File: config.mk
export PLATFORM = sky130hd
export DESIGN_NAME = writeback_unit
export DESIGN_NICKNAME = d
export VERILOG_FILES = /design/src/rtl/writeback_unit_pkg.sv /design/src/rtl/writeback_unit_wb_fifo.sv /design/src/rtl/writeback_unit.sv
export SDC_FILE = /design/constraint.sdc
export NUM_CORES = 1
export LEC_CHECK = 0
export ABC_AREA = 1
export CAP_MARGIN = 15
export CELL_PAD_IN_SITES_DETAIL_PLACEMENT = 1
export CELL_PAD_IN_SITES_GLOBAL_PLACEMENT = 2
export CORE_AREA = 2 2 192 194
export DETAILED_ROUTE_END_ITERATION = 7
export DIE_AREA = 0 0 194 196
export PLACE_DENSITY = 0.86
export SLEW_MARGIN = 5
export SYNTH_ARGS = -nofsm -noshare
export SYNTH_HDL_FRONTEND = slang
export SYNTH_SLANG_ARGS = --single-unit
export TNS_END_PERCENT = 5
File: constraint.sdc
create_clock -name clk -period 3.8 [get_ports clk]
set_input_delay 0.57 -clock clk [delete_from_list [all_inputs] [get_ports clk]]
set_output_delay 0.57 -clock clk [all_outputs]
set_load 0.02 [all_outputs]
File: src/rtl/writeback_unit_pkg.sv
// Shared writeback types and register-file constants.
// Used by writeback_unit and wb_fifo.
package writeback_unit_pkg;

    localparam int RegAddrBits = 5;
    localparam int DataBusBits = 32;
    localparam int NumRegs     = 1 << RegAddrBits;
    localparam int WbFifoDepth = 4;

    localparam logic [RegAddrBits-1:0] RegZero  = '0;
    localparam logic [DataBusBits-1:0] DataZero = '0;

    typedef logic [RegAddrBits-1:0] reg_addr_t;
    typedef logic [DataBusBits-1:0] data_t;

    typedef struct packed {
        reg_addr_t rd;
        data_t     data;
    } wb_entry_t;

    function automatic logic is_zero(input reg_addr_t a);
        return a == RegZero;
    endfunction

endpackage

File: src/rtl/writeback_unit_wb_fifo.sv
// Load-response FIFO feeding the writeback arbiter.
// Push while full is taken only together with a pop.
module wb_fifo
    import writeback_unit_pkg::*;
#(
    parameter int DEPTH = WbFifoDepth,
    parameter int PTR_W = $clog2(DEPTH)
) (
    input  logic      clk,
    input  logic      reset,
    input  logic      push,
    input  wb_entry_t push_data,
    input  logic      pop,
    output wb_entry_t head,
    output logic      full,
    output logic      empty
);

    wb_entry_t        mem [DEPTH];
    logic [PTR_W:0]   wr_ptr;
    logic [PTR_W:0]   rd_ptr;
    logic             do_push;
    logic             do_pop;

    // Extra pointer bit tells full from empty.
    assign empty = wr_ptr == rd_ptr;
    assign full  = (wr_ptr[PTR_W] != rd_ptr[PTR_W]) &&
                   (wr_ptr[PTR_W-1:0] == rd_ptr[PTR_W-1:0]);

    assign do_pop  = pop && !empty;
    assign do_push = push && (!full || do_pop);
    assign head    = mem[rd_ptr[PTR_W-1:0]];

    always_ff @(posedge clk or negedge reset) begin
        if (!reset) begin
            wr_ptr <= '0;
            rd_ptr <= '0;
        end else begin
            if (do_push)
                wr_ptr <= wr_ptr + (PTR_W+1)'(1);
            if (do_pop)
                rd_ptr <= rd_ptr + (PTR_W+1)'(1);
        end
    end

    always_ff @(posedge clk) begin
        if (do_push)
            mem[wr_ptr[PTR_W-1:0]] <= push_data;
    end

endmodule

File: src/rtl/writeback_unit.sv
// Writeback stage: ALU/load arbitration, pending-load scoreboard.
// Define WB_BYPASS_EN to forward the write stage into rs*_data.
module writeback_unit
    import writeback_unit_pkg::*;
#(
    parameter  int DEPTH = WbFifoDepth,
    localparam int PTR_W = $clog2(DEPTH)
) (
    input  logic                   clk,
    input  logic                   reset,
    input  logic                   issue_valid,
    input  logic [RegAddrBits-1:0] issue_rd,
    output logic                   issue_ready,
    input  logic                   ld_valid,
    input  logic [RegAddrBits-1:0] ld_rd,
    input  logic [DataBusBits-1:0] ld_data,
    output logic                   ld_ready,
    input  logic                   alu_valid,
    input  logic [RegAddrBits-1:0] alu_rd,
    input  logic [DataBusBits-1:0] alu_data,
    output logic                   alu_ready,
    input  logic [RegAddrBits-1:0] rs1_addr,
    input  logic [RegAddrBits-1:0] rs2_addr,
    output logic                   rs1_busy,
    output logic                   rs2_busy,
    input  logic [DataBusBits-1:0] rf_rdata1_i,
    input  logic [DataBusBits-1:0] rf_rdata2_i,
    output logic [DataBusBits-1:0] rs1_data,
    output logic [DataBusBits-1:0] rs2_data,
    output logic                   rf_we,
    output logic [RegAddrBits-1:0] rf_waddr,
    output logic [DataBusBits-1:0] rf_wdata
);

    logic [NumRegs-1:0] pending;
    logic [NumRegs-1:0] pend_set;
    logic [NumRegs-1:0] pend_clr;
    logic               wb_is_load;
    logic               fifo_full;
    logic               fifo_empty;
    logic               push;
    logic               pop;
    logic               alu_fire;
    logic               sel_valid;
    wb_entry_t          ld_entry;
    wb_entry_t          head;
    wb_entry_t          sel;

    assign ld_entry    = '{rd: ld_rd, data: ld_data};
    assign ld_ready    = !fifo_full;
    assign issue_ready = !pending[issue_rd];
    assign alu_ready   = !fifo_full &&
                         (is_zero(alu_rd) || !pending[alu_rd]);

    assign push     = ld_valid && ld_ready;
    assign alu_fire = alu_valid && alu_ready;
    assign pop      = !alu_fire && !fifo_empty;

    wb_fifo #(
        .DEPTH (DEPTH),
        .PTR_W (PTR_W)
    ) u_fifo (
        .clk       (clk),
        .reset     (reset),
        .push      (push),
        .push_data (ld_entry),
        .pop       (pop),
        .head      (head),
        .full      (fifo_full),
        .empty     (fifo_empty)
    );

    always_comb begin
        sel_valid = 1'b1;
        sel       = head;
        unique case (1'b1)
            alu_fire: sel = '{rd: alu_rd, data: alu_data};
            pop:      sel = head;
            default:  sel_valid = 1'b0;
        endcase
    end

    always_ff @(posedge clk or negedge reset) begin
        if (!reset) begin
            rf_we      <= 1'b0;
            rf_waddr   <= RegZero;
            rf_wdata   <= DataZero;
            wb_is_load <= 1'b0;
        end else begin
            rf_we <= sel_valid && !is_zero(sel.rd);
            if (sel_valid) begin
                rf_waddr   <= sel.rd;
                rf_wdata   <= sel.data;
                wb_is_load <= !alu_fire;
            end
        end
    end

    // Clear lands on the same edge the register file takes the load.
    always_comb begin
        pend_set = '0;
        pend_clr = '0;
        if (issue_valid && issue_ready && !is_zero(issue_rd))
            pend_set[issue_rd] = 1'b1;
        if (rf_we && wb_is_load)
            pend_clr[rf_waddr] = 1'b1;
    end

    always_ff @(posedge clk or negedge reset) begin
        if (!reset)
            pending <= '0;
        else
            pending <= (pending & ~pend_clr) | pend_set;
    end

`ifdef WB_BYPASS_EN
    logic hit1;
    logic hit2;

    assign hit1 = rf_we && rf_waddr == rs1_addr && !is_zero(rs1_addr);
    assign hit2 = rf_we && rf_waddr == rs2_addr && !is_zero(rs2_addr);

    assign rs1_data = hit1 ? rf_wdata : rf_rdata1_i;
    assign rs2_data = hit2 ? rf_wdata : rf_rdata2_i;

    assign rs1_busy = pending[rs1_addr] && !is_zero(rs1_addr) &&
                      !(hit1 && wb_is_load);
    assign rs2_busy = pending[rs2_addr] && !is_zero(rs2_addr) &&
                      !(hit2 && wb_is_load);
`else
    assign rs1_data = rf_rdata1_i;
    assign rs2_data = rf_rdata2_i;

    assign rs1_busy = pending[rs1_addr] && !is_zero(rs1_addr);
    assign rs2_busy = pending[rs2_addr] && !is_zero(rs2_addr);
`endif

endmodule

==> qor.csv <==
metric,value,unit
status,"finished, final reports clean",
post_cts_buffers,0,
dr.pass1.iters,5,
synthCells,1097,
clkTransAtPathRegs,0.07,ns
min_path_type,in2async,
area_growth,21.75,%
syn_area,10680,um2
cap_violations,0,
p_int,6276,uW
leakage,0.004909,uW
ant_nets,0,
rsz0062_at_grt,no,
gp_congestion,0.8802,
hold_violations,0,
crit_type,in2out,
irDropWorstVdd,0.3818,mV
synth_cell_types,34,
synth-seq-cells,225,
port_buffers,136,
die_x,194,um
hold_slack,0.1531,ns
min_period,3.423,ns
cp.arrival,2.85,ns
swShare,0.4052,
grt.overflow.total,0,
yosysTopAreaCellShare,0.4161,
start_util,0.2960,
drt-wirelength-per-cell,19.89,um
drt_iter0_markers,438,
rows,70,
avgSynthCellArea,9.737,um2
cts_buffer_depth,3,
grt_pass1_wl,51610,um
dp_hpwl,21770,um
synthTopCellsByArea,"edfxtp_1 42%, dfrtp_1 18%, nand2_1 8.3%, o21ai_0 7.1%, buf_4 4.6%",
finalNetCount,1339,
grt_antenna_before_repair,2,
drc,0,
p_per_area,811.4,nW/um2
fp.dieH,196,um
clk_latency,0.51,ns
p_clk_frac,0.226,
final_area,13010,um2
h-tree-depth,1,
boundaryPins,265,
max_slew_margin,0.4236,
cts-root-buf,clkbuf_16,
postCtsHoldBufs,0,
cp.required,3.23,ns
viasPerCell,5.036,
layout-drive-gt1-share,0.07621,
track_usage,0.1716,
power.switching,4276,uW
vias,8375,
crit_path_end_kind,primary output,
clock-sinks,225,
slew_violations,0,
cts_tree,yes,
yosysWarnings,0,
finalCritPeriodShare,0.9008,
cts_resized,0,
post_dp_cell_area,12200,um2
grt_pass1_vias,8943,
die-area,38020,um2
grt_max_degree,76,
ys_seq_area_frac,0.5965,
tightest_slew,0.8647,ns
syn-num-nets,1260,
crit_fanout,11,
drt-total-wl,33070,um
core_area,36080,um2
seq_power_share,0.376,
fmax,292.1,MHz
numCtsBuffers,24,
combPwrFrac,0.398,
finish.utilization,0.3604,
synth.largest_area_cell,edfxtp_1,
fin_skew,0.01518,ns
tns,0,ns
start_kind,input port,
setup_violations,0,
[power by group through the flow]
stage	logic (uW)	clock network [uW]	registers (uW)
after detailed placement	4240	0	3990
after CTS	4270	2450	3960
after floorplan	2390	0	4050
after global routing	4690	2530	4030
after global placement	4120	0	3960
final	4200	2390	3960
[worst max-delay path: stages]
cell	delay [ns]
clkdlybuf4s50_1	0.70
inv_1	0.22
a21oi_1	0.15
o21ai_0	0.10
nand2_1	0.06
o21ai_0	0.08
nand2_1	0.08
a31oi_1	0.08
a32oi_1	0.17
clkdlybuf4s50_1	0.63
[path summary, 6_finish.rpt]
path                                        from  slack [ns]                end  cells after the start
min in group clk                u_fifo.rd_ptr[2]        0.49   u_fifo.rd_ptr[2]                      1
worst max-delay path                 rs2_addr[1]        0.38           rs2_busy                     10
max in group asynchronous                  reset        2.72        pending[16]                      2
worst min register to register  u_fifo.rd_ptr[2]        0.49   u_fifo.rd_ptr[2]                      1
worst max register to register  u_fifo.wr_ptr[0]        1.23  u_fifo.mem[0][28]                      8
worst min-delay path                       reset        0.15        pending[20]                      1
[metal layers]
layer / up-vias / track usage / wire (um)
met1: 4180 / 0.2178 / 14230
met4: 2 / 0.04125 / 608
met2: 241 / 0.2960 / 16100
li1: 3900 / - / -
met5: - / 0 / 11
met3: 52 / 0.04006 / 2121
[area by class of cell]
| cell class | count | area, um2 |
|---|---|---|
| antenna | 1 | 2.502 |
| sequential | 225 | 6372 |
| fill | 4096 | 23080 |
| inverter | 76 | 290.3 |
| clock buffer | 32 | 681.9 |
| multi-input combinational | 685 | 3341 |
| tap | 468 | 585.6 |
| timing repair buffer | 164 | 1607 |
| clock inverter | 12 | 125.1 |
[state kept, by name, summed over array words and instances, names as in the netlist]
name / flops
u_fifo.mem: 148
pending: 32
rf_wdata: 32
rf_waddr: 5
u_fifo.rd_ptr: 3
u_fifo.wr_ptr: 3
rf_we: 1
wb_is_load: 1
[synthesized netlist by cell type (all sizes together)]
library cell  instances
nor2                 72
clkinv                1
o21ai               162
dfrtp                77
nand2               241
a32oi                 1
a31oi                 1
edfxtp              148
nor3                 10
buf                  84
xor2                  5
a21oi                47
nand4                 5
inv                  75
a311oi                2
a221oi                1
o211ai               12
clkbuf               27
nand3                70
and2                  1
o22ai                38
a32o                 12
ha                    5
[cell usage in the layout (no fill, tap or decap), types with 4 or more instances in the layout]
cell	synthesis	layout
clkbuf_1	27	4
buf_4	66	26
nor3_1	10	10
o21ai_1	11	11
dfrtp_1	77	76
inv_2	5	6
nand2_1	235	235
o211ai_1	12	12
clkdlybuf4s50_1	0	135
clkinv_2	0	5
edfxtp_1	148	148
o22ai_1	38	38
ha_1	5	5
nand3_1	70	70
a21oi_1	46	46
inv_1	69	68
nor2_4	0	4
o21ai_0	151	151
nor2_1	69	65
nand4_1	4	4
a32o_1	12	12
xor2_1	5	5
clkbuf_16	0	25
[cell families after synthesis]
| family | share of synthesized area |
|---|---|
| buf+inv | 0.09359 |
| compound gates | 0.1441 |
| simple gates | 0.1559 |
| xor+xnor | 0.004100 |
| fa+ha+maj | 0.005857 |
| flops | 0.5965 |
[stage by stage]
stage               std cells  power (uW)  setup WS, ns
floorplan                1097        6439        0.5375
global placement         1618        8080        0.4104
detailed placement       1618        8227        0.3820
CTS                      1662       10680        0.3679
global route             1662       11250        0.1557
finish                   1663       10550        0.3770
Note: power is estimated with default switching activity, not from simulation.
==> patch 1: new RTL, same settings <==
Add a define of `WB_BYPASS_EN`.
--- a/src/rtl/writeback_unit.sv
+++ b/src/rtl/writeback_unit.sv
@@ -2,2 +2,4 @@
 // Define WB_BYPASS_EN to forward the write stage into rs*_data.
+`define WB_BYPASS_EN
+
 module writeback_unit
Formal check against the unedited RTL: not equivalent (Yosys sat finds a counterexample within 4 cycles, from zero or initial values and one cycle with reset low).
==> patch 1 against the original RTL <==
Area after synthesis up 5.1%; die area unchanged; design area up 18%; via count up 19%; hold slack better by 0.033 ns; wire length up 25%; total power up 11%; sequential cell count unchanged; combinational power up 27%; worst setup slack worse by 0.23 ns; critical endpoint is now rs2_data[13].
==> patch 1: results (changes against the original RTL) <==
- Crit path DAT: 3.08 ns (was 2.85 ns)
- NonClk Buf Share: 0.1978 (was 0.1235)
- Via/cell ratio: 5.185 (was 5.036)
- DP HPWL: 29810 microns (was 21770 microns)
- Starting DRT DRC Count: 544 (was 438)
- Worst r2r path cells: 7 (was 8)
- Flop2flop setup slack: 1.15 ns (was 1.23 ns)
- Adder-cell share of the synthesized area: 0.005572 (was 0.005857)
- Number of global-route vias before repair: 10550 (was 8943)
- Initial antenna violation count: 4 (was 2)
- Top cells by count, synth: nand2_1, o21ai_0, edfxtp_1 (unchanged)
- Synth Area in Compound Gates: 0.1945 (was 0.1441)
- RR Startpoint: u_fifo.rd_ptr[0]$_DFFE_PN0P_ (was u_fifo.wr_ptr[0]$_DFFE_PN0P_)
- Invs w/o clock: 111 (was 76)
- Sequential share of the synthesized area: 0.5675 (was 0.5965)
- Placed cells: 1885 (was 1618)
- Worst Skew: 0.01621 ns (was 0.01518 ns)
- Crit path largest cell delay: 0.63 ns (was 0.70 ns)
- Non-clk bufs: 303 (was 164)
- ClkCell Share: 0.05337 (was 0.06205)
- Port buffer count: 264 (was 136)
- Status: completed (unchanged)
- Worst slew pin tran: 0.9398 ns (was 0.8647 ns)
- Multi-input gates: 778 (was 685)
- Synth top area share: 0.3959 (was 0.4161)
- Pre-CTS WS: 0.1234 ns (was 0.3820 ns)
- Nets: 1606 (was 1339)
-- patch 1: cell types whose count changed in the layout (fill, tap and decap cells not counted), sizes merged, moves of 15 or more --
cell,before,now
a21oi,47,67
o21ai,162,184
inv,76,110
o221ai,0,27
a32o,12,32
clkdlybuf4s50,135,253
nand2,241,312
o22ai,38,23
nor2,72,29
nand3,70,52
-- patch 1: metal layers --
layer | wire [microns] | track usage
met1 | 17230 | 0.2636
met2 | 20030 | 0.3662
met3 | 2814 | 0.05295
met4 | 1303 | 0.06846
met5 | 60 | 0
-- patch 1: where the power goes --
group	leakage, nW	switching, mW	total [mW]	internal, mW
Combinational	3.40	3.40	5.33	1.94
Sequential	2.26	0.587	4.04	3.45
Clock	0.395	0.934	2.39	1.46
Total	6.05	4.92	11.8	6.84
-- patch 1: logic make-up after synthesis --
kind of cell | after synthesis
AOI/OAI and AO/OA | 349
buffers and inverters | 179
xor gates and xnor gates | 9
adders and majority gates | 5
DFF | 225
and+or+nand+nor | 415
==> patch 2: new RTL, same flow settings <==
Without the edit above. Make the reset (`reset`) synchronous in 3 clocked blocks.
--- a/src/rtl/writeback_unit_wb_fifo.sv
+++ b/src/rtl/writeback_unit_wb_fifo.sv
@@ -33,3 +33,3 @@
 
-    always_ff @(posedge clk or negedge reset) begin
+    always_ff @(posedge clk) begin
         if (!reset) begin
--- a/src/rtl/writeback_unit.sv
+++ b/src/rtl/writeback_unit.sv
@@ -82,3 +82,3 @@
 
-    always_ff @(posedge clk or negedge reset) begin
+    always_ff @(posedge clk) begin
         if (!reset) begin
@@ -108,3 +108,3 @@
 
-    always_ff @(posedge clk or negedge reset) begin
+    always_ff @(posedge clk) begin
         if (!reset)
Behaviour: differs if reset is asserted again (counterexample within 4 cycles, from zero or initial values and one cycle with reset low); with reset held inactive, the same outputs for 4 cycles.
==> patch 2 against the original RTL <==
Design area grew 0.29%; worst setup slack better by 0.033 ns; largest cell class unchanged; final cell count up 4.5%; via count grew 6.5%; critical path depth unchanged; area after synthesis up 1.2%; wire length is 4.3% higher; critical endpoint unchanged; sequential cell count increased by 2; global-route usage is 0.66 points higher; maximum frequency increased by 0.98%.
Power is not compared: it rests on default switching activity, and its combinational part moved more than twofold at a synthesized area within 25%.
==> patch 2: results (changes against the original RTL) <==
- Status: completed (unchanged)
- # clk buffers: 33 (was 32)
- Count of unique library cells instantiated by Yosys: 32 (was 34)
- ClkCell Share: 0.05881 (was 0.06205)
- Hold WS: 0.4724 ns (was 0.1531 ns)
- Reg area: 6027 sq um (was 6372 sq um)
- HP Class: reg -> reg (was in -> async)
- DP HPWL: 23240 microns (was 21770 microns)
- Layout cells sized above 1: 0.07644 (was 0.07621)
- DR WL met2: 17400 microns (was 16100 microns)
- FFs w/ async S/R, synth: 0 (was 0.3422)
- Area after DPL: 12260 sq um (was 12200 sq um)
- Adder-cell share of the synthesized area: 0.005789 (was 0.005857)
- Synth Area in Compound Gates: 0.1592 (was 0.1441)
- Multi-input gates: 717 (was 685)
- Pre-CTS WS: 0.3797 ns (was 0.3820 ns)
- Root buffer cell: clkbuf_16 (unchanged)
- WL/cell: 19.85 microns (was 19.89 microns)
- Syn Nets: 1344 (was 1260)
- Num CTS Buffers: 25 (was 24)
- # resized after CTS: 0 (unchanged)
- Post-Synth XOR/XNOR Area: 0.001621 (was 0.004100)
- Worst Skew: 0.02533 ns (was 0.01518 ns)
- Area occupied by multi-input gates: 3593 sq um (was 3341 sq um)
- Non-clk bufs: 167 (was 164)
- WL met3: 1933 microns (was 2121 microns)
- First-pass GRT wire length: 53740 microns (was 51610 microns)
- RR Startpoint: u_fifo.wr_ptr[0]$_SDFFE_PN0P_ (was u_fifo.wr_ptr[0]$_DFFE_PN0P_)
- Slack of the critical path: 0.4104 ns (was 0.3770 ns)
- Largest net degree at the start of global routing: 75 (was 76)
- Worst slew pin tran: 0.8688 ns (was 0.8647 ns)
- Routed WL: 34490 microns (was 33070 microns)
- GR Layer Usage met1: 0.2178 (about the same)
- GRT Total Usage: 0.1782 (was 0.1716)
- Clock latency on the worst-skew pair: 0.53 ns (was 0.51 ns)
- Sequential share of the synthesized area: 0.5576 (was 0.5965)
- Top cells by count, synth: nand2_1, edfxtp_1, o21ai_0 (was nand2_1, o21ai_0, edfxtp_1)
- Placed cells: 1690 (was 1618)
- Critical path peak fanout: 10 (was 11)
- R2R Path End: u_fifo.rd_ptr[1]$_SDFFE_PN0P_ (was u_fifo.mem[0][28]$_DFFE_PP_)
- NonClk Buf Share: 0.1257 (was 0.1235)
- Invs w/o clock: 112 (was 76)
- Nets: 1413 (was 1339)
- Routability congestion estimate: 0.9522 (was 0.8802)
- Flop2flop setup slack: 1.14 ns (was 1.23 ns)
- Number of global-route vias before repair: 9367 (was 8943)
- GR Util met3: 0.03730 (was 0.04006)
- M2 GR Usage: 0.3157 (was 0.2960)
patch 2: changes by cell type in the layout (fill, tap and decap cells not counted), moves of 24 or more:
cell and change:
dfrtp_1 -76, inv_1 +35, dfxtp_1 +78, a21oi_1 +53, nand4_1 +24, o21ai_0 -31, nand3_1 +27
patch 2: critical path: stages:
cell	delay (ns)
clkdlybuf4s50_1	0.70
inv_1	0.24
a21oi_1	0.15
o21ai_0	0.10
nand2_1	0.08
o21ai_0	0.07
nand2_1	0.07
a31oi_1	0.07
a32oi_1	0.14
clkdlybuf4s50_1	0.62
patch 2: worst max path at each step:
stage / startpoint / endpoint
after floorplan: u_fifo.wr_ptr[0]$_SDFFE_PN0P_ / u_fifo.wr_ptr[2]$_SDFFE_PN0P_
after detailed placement: issue_rd[0] / pending[16]$_SDFF_PN0_
final: rs2_addr[1] / rs2_busy
after global routing: alu_rd[0] / alu_ready
after CTS: rs2_addr[1] / rs2_busy
after global placement: rs2_addr[1] / rs2_busy
